### config.mk
export PLATFORM = sky130hd
export DESIGN_NAME = msg_frame_packer
export DESIGN_NICKNAME = d
export VERILOG_FILES = /design/src/rtl/enc_dec_pkg.sv /design/src/rtl/msg_frame_packer.sv
export SDC_FILE = /design/constraint.sdc
export NUM_CORES = 1
export LEC_CHECK = 0
export ABC_AREA = 1
export CAP_MARGIN = 40
export CORE_MARGIN = 3
export CORE_UTILIZATION = 50
export CTS_BUF_LIST = sky130_fd_sc_hd__clkbuf_2
export CTS_CLUSTER_SIZE = 40
export DETAILED_ROUTE_END_ITERATION = 6
export PLACE_DENSITY = 0.84
export SYNTH_ARGS = -nofsm -noshare
export SYNTH_HDL_FRONTEND = slang
export SYNTH_SLANG_ARGS = --single-unit
### constraint.sdc
create_clock -name clk -period 2.25 [get_ports clk]
set_clock_uncertainty 0.2 [all_clocks]
set_input_delay 0.45 -clock clk [delete_from_list [all_inputs] [get_ports clk]]
set_output_delay 0.45 -clock clk [all_outputs]
set_load 0.02 [all_outputs]
### src/rtl/enc_dec_pkg.sv
// Shared types and defaults for the packer, encryptor and decryptor.
// Frame geometry and FSM state encoding live here.
package enc_dec_pkg;

    typedef logic [7:0] byte_t;

    localparam int    DEF_MSG_LEN  = 22;
    localparam byte_t DEF_PAD_CHAR = 8'h20;

    typedef enum logic {
        FILL = 1'b0,
        HOLD = 1'b1
    } state_t;

endpackage

### src/rtl/msg_frame_packer.sv
// Packs a valid/ready byte stream into fixed-size, space-padded frames.
// A frame is held stable until the consumer takes it.
module msg_frame_packer
    import enc_dec_pkg::*;
#(
    parameter int    MSG_LEN  = DEF_MSG_LEN,
    parameter byte_t PAD_CHAR = DEF_PAD_CHAR,
    localparam int   LW       = $clog2(MSG_LEN + 1),
    localparam int   IW       = $clog2(MSG_LEN)
) (
    input  logic          clk,
    input  logic          rst_n,
    input  byte_t         in_byte,
    input  logic          in_valid,
    input  logic          in_last,
    output logic          in_ready,
    output byte_t         frame_out [0:MSG_LEN-1],
    output logic [LW-1:0] frame_len,
    output logic          frame_last,
    output logic          frame_valid,
    input  logic          frame_ready
);

    state_t        state_q;
    state_t        state_d;
    logic [IW-1:0] wr_idx;
    logic          accept;
    logic          close;
    logic          drain;
    logic          at_end;

    assign at_end = (wr_idx == IW'(MSG_LEN - 1));

    // Next-state and handshake decode from the registered state.
    always_comb begin
        state_d     = state_q;
        in_ready    = 1'b0;
        frame_valid = 1'b0;
        accept      = 1'b0;
        close       = 1'b0;
        drain       = 1'b0;
        unique case (state_q)
            FILL: begin
                in_ready = 1'b1;
                accept   = in_valid;
                close    = in_valid & (at_end | in_last);
                if (close) state_d = HOLD;
            end
            HOLD: begin
                frame_valid = 1'b1;
                drain       = frame_ready;
                if (frame_ready) state_d = FILL;
            end
            default: state_d = FILL;
        endcase
    end

    // State register.
    always_ff @(posedge clk or negedge rst_n) begin
        if (!rst_n) state_q <= FILL;
        else        state_q <= state_d;
    end

    // Byte buffer, write index, length and last flag.
    always_ff @(posedge clk or negedge rst_n) begin
        if (!rst_n) begin
            for (int i = 0; i < MSG_LEN; i++) frame_out[i] <= PAD_CHAR;
            wr_idx     <= '0;
            frame_len  <= '0;
            frame_last <= 1'b0;
        end else if (drain) begin
            for (int i = 0; i < MSG_LEN; i++) frame_out[i] <= PAD_CHAR;
            wr_idx     <= '0;
            frame_len  <= '0;
            frame_last <= 1'b0;
        end else if (accept) begin
            frame_out[wr_idx] <= in_byte;
            frame_len         <= frame_len + LW'(1);
            // Index parks on the last slot it wrote when the frame closes.
            if (!close) wr_idx <= wr_idx + IW'(1);
            if (close) frame_last <= in_last;
        end
    end

endmodule

* After elaboration in Yosys (flattened, before gate mapping)
Index checks and enable logic that the tools add are counted.
Word-level totals: register bits after elaboration 188, input port bits 13
Operators by class: add/sub/neg operators 2, $lt $le $gt $ge 2, equal/unequal tests 2, multiplexer cells 21, bitwise operators 4, reduce and logical (&&, ||, !) cells 5
Operators by type and width (number):
- $mux 176 | 2
- $bwmux 176 | 1
- $demux 8 s5 | 1
- $mux 5 | 5
- $add 5x1->5 const B | 2
- $mux 1 | 10
- $mux 8 | 1
- $ge 6x6->1 const B | 1
- $lt 6x1->1 const B | 1
- $not 5->6 | 1
- $eq 5x5->1 const B | 1
- $reduce_and 2->1 | 2
- $reduce_bool 2->1 | 2
- $ne 2x1->1 const B | 1
- $pmux 1 s2 | 1
- $and 1x1->1 | 1
- $logic_and 1x1->1 | 1
- $not 1->1 | 1
- $or 1x1->1 | 1

* Longest topological paths before layout
depth in word-level cells 8, depth in mapped cells 8, depth with buffers taken out 8

* Worst setup path after synthesis
No wires, ideal clock.
path kind flip-flop to flip-flop, start point register state_q, end point register frame_out[164] (netlist bit), data arrival time 1.385 ns, required time 1.917 ns, setup slack 0.532 ns, cell stages (with the launch flop) 8, path buffers 1, clock period less this slack 1.718 ns, cell sequence dfrtp_1 -> inv_2 -> nand3_1 -> inv_1 -> nand2_1 -> buf_2 -> nand3_1 -> o21ai_0
Between the ends: longest elaborated chain between the ends 2, elaborated cells between the ends (all ways) 4, classes of those cells 3 x mux; 1 x reduce/logical
RTL lines:
- start, declared | line msg_frame_packer.sv:24 | state_t state_q;
- start signal, assigned | line msg_frame_packer.sv:61 | else state_q <= state_d;
- $mux 1 | line msg_frame_packer.sv:42 | unique case (state_q)
- $mux 176 or $reduce_bool 2->1 (tied branches)
- end signal, assigned by index | line msg_frame_packer.sv:77 | frame_out[wr_idx] <= in_byte;
- end, declared | line msg_frame_packer.sv:17 | output byte_t frame_out [0:MSG_LEN-1],
Several ways; a longest one is shown, not always the timed one. A chain may end at the register's enable or synchronous reset.

* Final worst setup path
start point register frame_out[111] (netlist bit), end point output port frame_out[111] (netlist bit)
No word-level cell between the ends.

==> flow_summary_export.csv <==
group,metric,value,unit
placed_design,gp_congestion,0.867,
setup_path,start_kind,"flip-flop",
timing,finalCritPeriodShare,0.974,
drt,first_iter_violations,634,
timing,setup_viol,0,
power,switching_power,3510,uW
power,p_comb_frac,0.351,
timing,holdWs,65.1,ps
layout,multiInputGateArea,2440,um2
grt,grt_util_met1,0.369,
placed_design,dp_slack,-108,ps
setup_path,end_kind,"output port",
grt,top_usage_layer,"met2",
timing,worst_pin_slew,554,ps
synth,synth_cell_type_count,23,
hold_path,worstHoldStart,"in_byte[3]",
layout,syn2layout_area_growth,37.5,%
synth,avgSynthCellArea,9.62,um2
timing,clock.fmax,456,MHz
layout,final_cell_mix,"165 x dfrtp_1, 161 x o21ai_0, 143 x nand3_1, 133 x nand2_1, 127 x buf_4",
cts,root_buffer,"clkbuf_2",
layout,seqCellArea,4730,um2
grt,grt_max_degree,68,
cts,cts_tree,"built",
synth,syn_nets,805,
drt,drc,0,
placed_design,dp_hpwl,15.3,mm
grt,grt_pass1_wl,36.1,mm
cts,clock_latency,780,ps
hold_path,hold_path_class,"in -> reg",
placed_design,port_buffers,196,
setup_path,setup.worst_path.start,"frame_out[111]$_DFFE_PN0P_",
setup_path,worstSetupPathType,"reg -> out",
synth,synth_area,7570,um2
layout,fill_cells,1143,
layout,fin_cells,1283,
power,power.leakage,0.00532,uW
drt,firstDrtPassIters,5,
drt,wl_per_cell,18.4,um
setup_path,cp_top_family,"flip-flops",
power,clkPwrFrac,0.179,
synth,syn_inst,787,
die,die_area,16700,um2
setup_path,r2r-start,"wr_idx[0]$_DFFE_PN0P_",
setup_path,cp_max_fo,2,
grt,grt_usage,0.281,
setup_path,worst-path-buf-inv,1,
die,std_cell_rows,44,
cts,cts.sinks,188,
placed_design,placed_cells,1158,
die,coreArea,14700,um2
setup_path,slowest_stage,"dfrtp_1",
power,p_sw_frac,0.376,
timing,relSlewSlack,0.631,
layout,final_common_cell,"dfrtp_1",
cts,clkSlewWorstSetupHoldPaths,260,ps
status,status,"complete, no violations",
drt,route.vias.total,6972,
grt,grt_overflow,0,
job,drv_cap,0,
cts,cts_buffer_depth,2,
layout,drive_gt1_frac,0.323,
timing,period_minus_slack,2190,ps
grt,grt_use_met3,0.0919,
timing,maxSlewViolCount,0,
synth,ys_ff_latch,188,
drt,drt-vias-per-instance,5.43,
die,start_util,0.515,
timing,grt_setup_unrepaired,"true",
cts,htreeDepth,4,
power,p_seq_frac,0.470,
power,ir_drop,0.615,mV
drt,drtAntennaViolNets,0,
die,die_w,129,um
grt,grt_use_met2,0.444,
cts,cts_inserted_buffers,17,
grt,antenna_found_initial,0,
setup_path,path_cells,"clkdlybuf4s15_1",
grt,first_global_vias,6822,
timing,setup_slack,59.3,ps
power,p_int,5840,uW
layout,diodes,0,
drt,wirelength,23.6,mm
setup_path,reg2reg_slack,120,ps
layout,layout.nets,1104,
synth,yosysWarnings,0,
timing,hold_viol_final,0,
die,ios,197,
layout,post-route-util,0.708,
setup_path,critPathMaxStageDelay,460,ps
synth,synth_seq_area_share,0.625,
setup_path,required,1600,ps
setup_path,critPathArrivalTime,1540,ps
die,die_h,129,um
timing,tns,0,ps
power,p_per_area,898,nW/um2
-- registers in the layout, indices dropped and copies added (netlist names) --
register,count
frame_len,5
frame_out,176
wr_idx,5
frame_last,1
state_q,1
-- layout make-up --
class,instances,area share
flip-flops and latches,188,0.455
repair buffers,332,0.253
multi-input cells,510,0.235
well taps,184,0.0221
clock inverters,14,0.0136
inverters,37,0.0136
clock buffers,18,0.00866
-- final timing paths --
| kind | endpoint | cells after the start |
|---|---|---|
| worst max-delay path | frame_out[111] | 1 |
| worst min-delay path | frame_out[99]$_DFFE_PN0P_ | 3 |
| worst max register to register | frame_out[10]$_DFFE_PN0P_ | 6 |
| worst min register to register | frame_out[103]$_DFFE_PN0P_ | 2 |
| max in group asynchronous | frame_out[85]$_DFFE_PN1P_ | 4 |
| min in group asynchronous | frame_out[135]$_DFFE_PN0P_ | 3 |
-- kinds of logic after synthesis --
family / Yosys count / share of synthesized area
xor+xnor: 1 / 0.00116
flops: 188 / 0.625
compound gates: 166 / 0.110
fa+ha+maj: 5 / 0.00826
buf+inv: 89 / 0.0542
simple gates: 338 / 0.201
-- synth_stat cells --
library cell / instances / area (um2)
nor2_1: 42 / 158
dfstp_2: 22 / 578
xnor2_1: 1 / 8.76
nand4_1: 2 / 12.5
nand2_1: 136 / 510
nor3_2: 1 / 10.0
nor2_2: 5 / 31.3
nand2_4: 1 / 11.3
buf_4: 5 / 37.5
o21ai_1: 4 / 20.0
buf_6: 3 / 33.8
o21ai_0: 161 / 806
nand3b_1: 2 / 15.0
nand3_1: 143 / 716
buf_2: 28 / 140
nor3_1: 1 / 5.00
a21oi_1: 1 / 5.00
inv_2: 2 / 7.51
clkbuf_1: 16 / 60.1
inv_1: 35 / 131
dfrtp_1: 166 / 4150
nor2_4: 5 / 56.3
ha_1: 5 / 62.6
-- through the flow --
step | cell area [um2] | power (uW)
finish | 10400 | 9350
global route | 10400 | 9860
CTS | 10600 | 9160
detailed placement | 9970 | 7610
global placement | 9970 | 7510
floorplan | 7570 | 5980
-- power by group through the flow --
stage	registers (uW)	logic [uW]	clock network (uW)
2_1_floorplan	4980	1000	0
3_3_place_gp	4430	3080	0
3_5_place_dp	4440	3160	0
4_1_cts	4360	3110	1700
5_1_grt	4440	3570	1840
6_report	4390	3280	1680
-- routing by layer --
layer  vias up  routed length [um]
li1       3222                   -
met1      3404                9680
met2       303               11400
met3        43                1990
met4         0                 516
met5         -                   0
-- timing repair --
action,4_1_cts,5_1_grt
setup endpoints to repair,184,174
endpoints found under the hold margin,186,0
gates cloned,0,0
gates resized for setup,423,179
buffers inserted,50,35
hold buffers,8,0
No activity file was read; power rests on OpenSTA's default activity.
==> patch, RTL diff (config.mk and constraints unchanged) <==
Change the package constant `DEF_MSG_LEN` from 22 to 11.
--- a/src/rtl/enc_dec_pkg.sv
+++ b/src/rtl/enc_dec_pkg.sv
@@ -5,5 +5,5 @@
     typedef logic [7:0] byte_t;
 
-    localparam int    DEF_MSG_LEN  = 22;
+    localparam int    DEF_MSG_LEN  = 11;
     localparam byte_t DEF_PAD_CHAR = 8'h20;
 
Ports: changed (resized frame_len and frame_out); port bits go from 197 to 108. The function was not compared with the original's and may differ.
==> patch against the original RTL <==
Critical endpoint is now frame_out[39]; power down 56%; critical path depth unchanged; setup slack better by 0.025 ns; sequential power down 51%; sequential cell count down 90; largest power group unchanged; via count down 48%; design area down 46%; synthesized cell count down 37%; synthesized area down 44%; routed wire length down 54%; count of clock-buffer cells in the layout down 8.
==> patch: results (changes against the original RTL) <==
Worst-Skew Late Latency -> 0.54 ns (-0.24 ns)
Outcome -> complete, no violations
Post-Syn Nets -> 510 (-37%)
Async set or reset register ratio after synthesis -> 1.00 (unchanged)
LEAKAGE -> 0.00390 uW (-27%)
Synth area leaders -> dfrtp_1 51%, nand2_1 23%, dfstp_2 6.8%
Initial DRC Count -> 232 (-63%)
Via count -> 3637 (-48%)
Placed wire-length estimate -> 8.14 mm (-47%)
Wire per inst -> 15.2 um (-18%)
Worst slew pin tran -> 0.831 ns (+0.277 ns)
Top flop regs -> frame_out x88, frame_len x4, wr_idx x4
Critical Path Max Stage Delay -> 0.60 ns (+0.14 ns)
Layout net count -> 629 (-43%)
Post-place setup slack -> -0.0394 ns (+0.0687 ns)
CP top delay family -> buffers and inverters
Synth unique cells -> 27 (+17%)
Worst reg2reg endpoint -> frame_out[33]
Crit path arrival time -> 1.52 ns (-0.02 ns)
Count leader, synth -> nand2_1
GPL Wtd Cong -> 0.882 (+1.7%)
Worst Hold Class -> input pin to asynchronous set/reset pin
Layout cell share with drive strength beyond 1 -> 0.112 (-0.211)
CTS H-tree lvls -> 3 (-1)
R2r setup slk -> 0.32 ns (+0.20 ns)
Mapped Cells -> 492 (-37%)
Tot GR Track Use -> 0.232 (-0.0485)
CP startpoint -> frame_out[39]
Commonest cells in the netlist -> 259 x nand2_1, 87 x dfrtp_1, 30 x nor2_1
Sequential area share after synthesis -> 0.581 (-0.0439)
First-pass GRT wire length -> 18.0 mm (-50%)
Largest net degree at the start of global routing -> 54 (-21%)
Postcts setup bufs -> 0 (-100%)
Post-Route WL -> 10.9 mm (-54%)
FF-to-FF Start -> wr_idx[2]
Max IR drop VDD -> 516 uV (-16%)
-- patch: changes by cell type after synthesis, moves of 12 or more --
| cell | unedited run | this run |
|---|---|---|
| buf_2 | 28 | 3 |
| inv_1 | 35 | 21 |
| dfrtp_1 | 166 | 87 |
| nand2_1 | 136 | 259 |
| nor2_4 | 5 | 18 |
| nand3_1 | 143 | 13 |
| nor2_1 | 42 | 30 |
| o21ai_0 | 161 | 5 |
-- patch: layout make-up --
class	instances	area, um2
multi-input cells	355	1600
fillers	620	2310
clock buffers	10	50.0
repair buffers	122	1280
inverters	25	93.8
flip-flops and latches	98	2470
well taps	102	128
clock inverters	6	43.8
-- patch: what timing repair did --
action | CTS | global route
gates resized for setup | 43 | 50
endpoints found under the hold margin | 89 | 0
endpoints found under the setup margin | 43 | 50
hold buffers | 1 | 0
-- patch: power breakdown --
group	total [uW]	internal, uW	switching (uW)
sequential	2170	2010	154
clock	722	149	573
combinational	1230	464	766
-- patch: worst min path at each step --
stage	depth (start not counted)	startpoint	slack, ns	to
after floorplan	0	rst_n	-0.05	frame_last
after global routing	2	rst_n	0.09	frame_out[23]
final	2	rst_n	0.12	frame_out[23]
after detailed placement	1	rst_n	0.20	frame_out[79]
after CTS	2	rst_n	0.09	frame_out[17]
after global placement	1	rst_n	0.20	frame_out[79]
-- patch: kinds of logic (layout without fill, tap and decap cells) --
family / Yosys count / count (layout) / synth area share
XOR/XNOR: 1 / 1 / 0.00206
AND/OR/NAND/NOR: 335 / 335 / 0.341
buffers and inverters: 39 / 163 / 0.0425
flip-flops: 98 / 98 / 0.581
AO/OA/AOI/OAI: 14 / 14 / 0.0186
adder cells (fa/ha/maj): 5 / 5 / 0.0147
-- patch: routing by layer --
layer  wire length [um]  vias to the layer above  GRT usage
li1                   -                     1748          -
met1               4660                     1753      0.314
met2               5300                      120      0.375
met3                748                       16     0.0471
met4                180                        0     0.0809
met5                  0                        -          0
-- patch: through the flow --
step	power [uW]	area [um2]	TNS, ns	hold slack [ns]	util
after floorplan	2880	4240	0	-0.0456	-
after global placement	3490	5460	-1.24	0.198	0.685
after detailed placement	3540	5480	-0.192	0.201	0.688
after CTS	4160	5530	0	0.0943	0.694
after global routing	4350	5660	0	0.0920	0.710
final	4120	5660	0	0.115	0.710
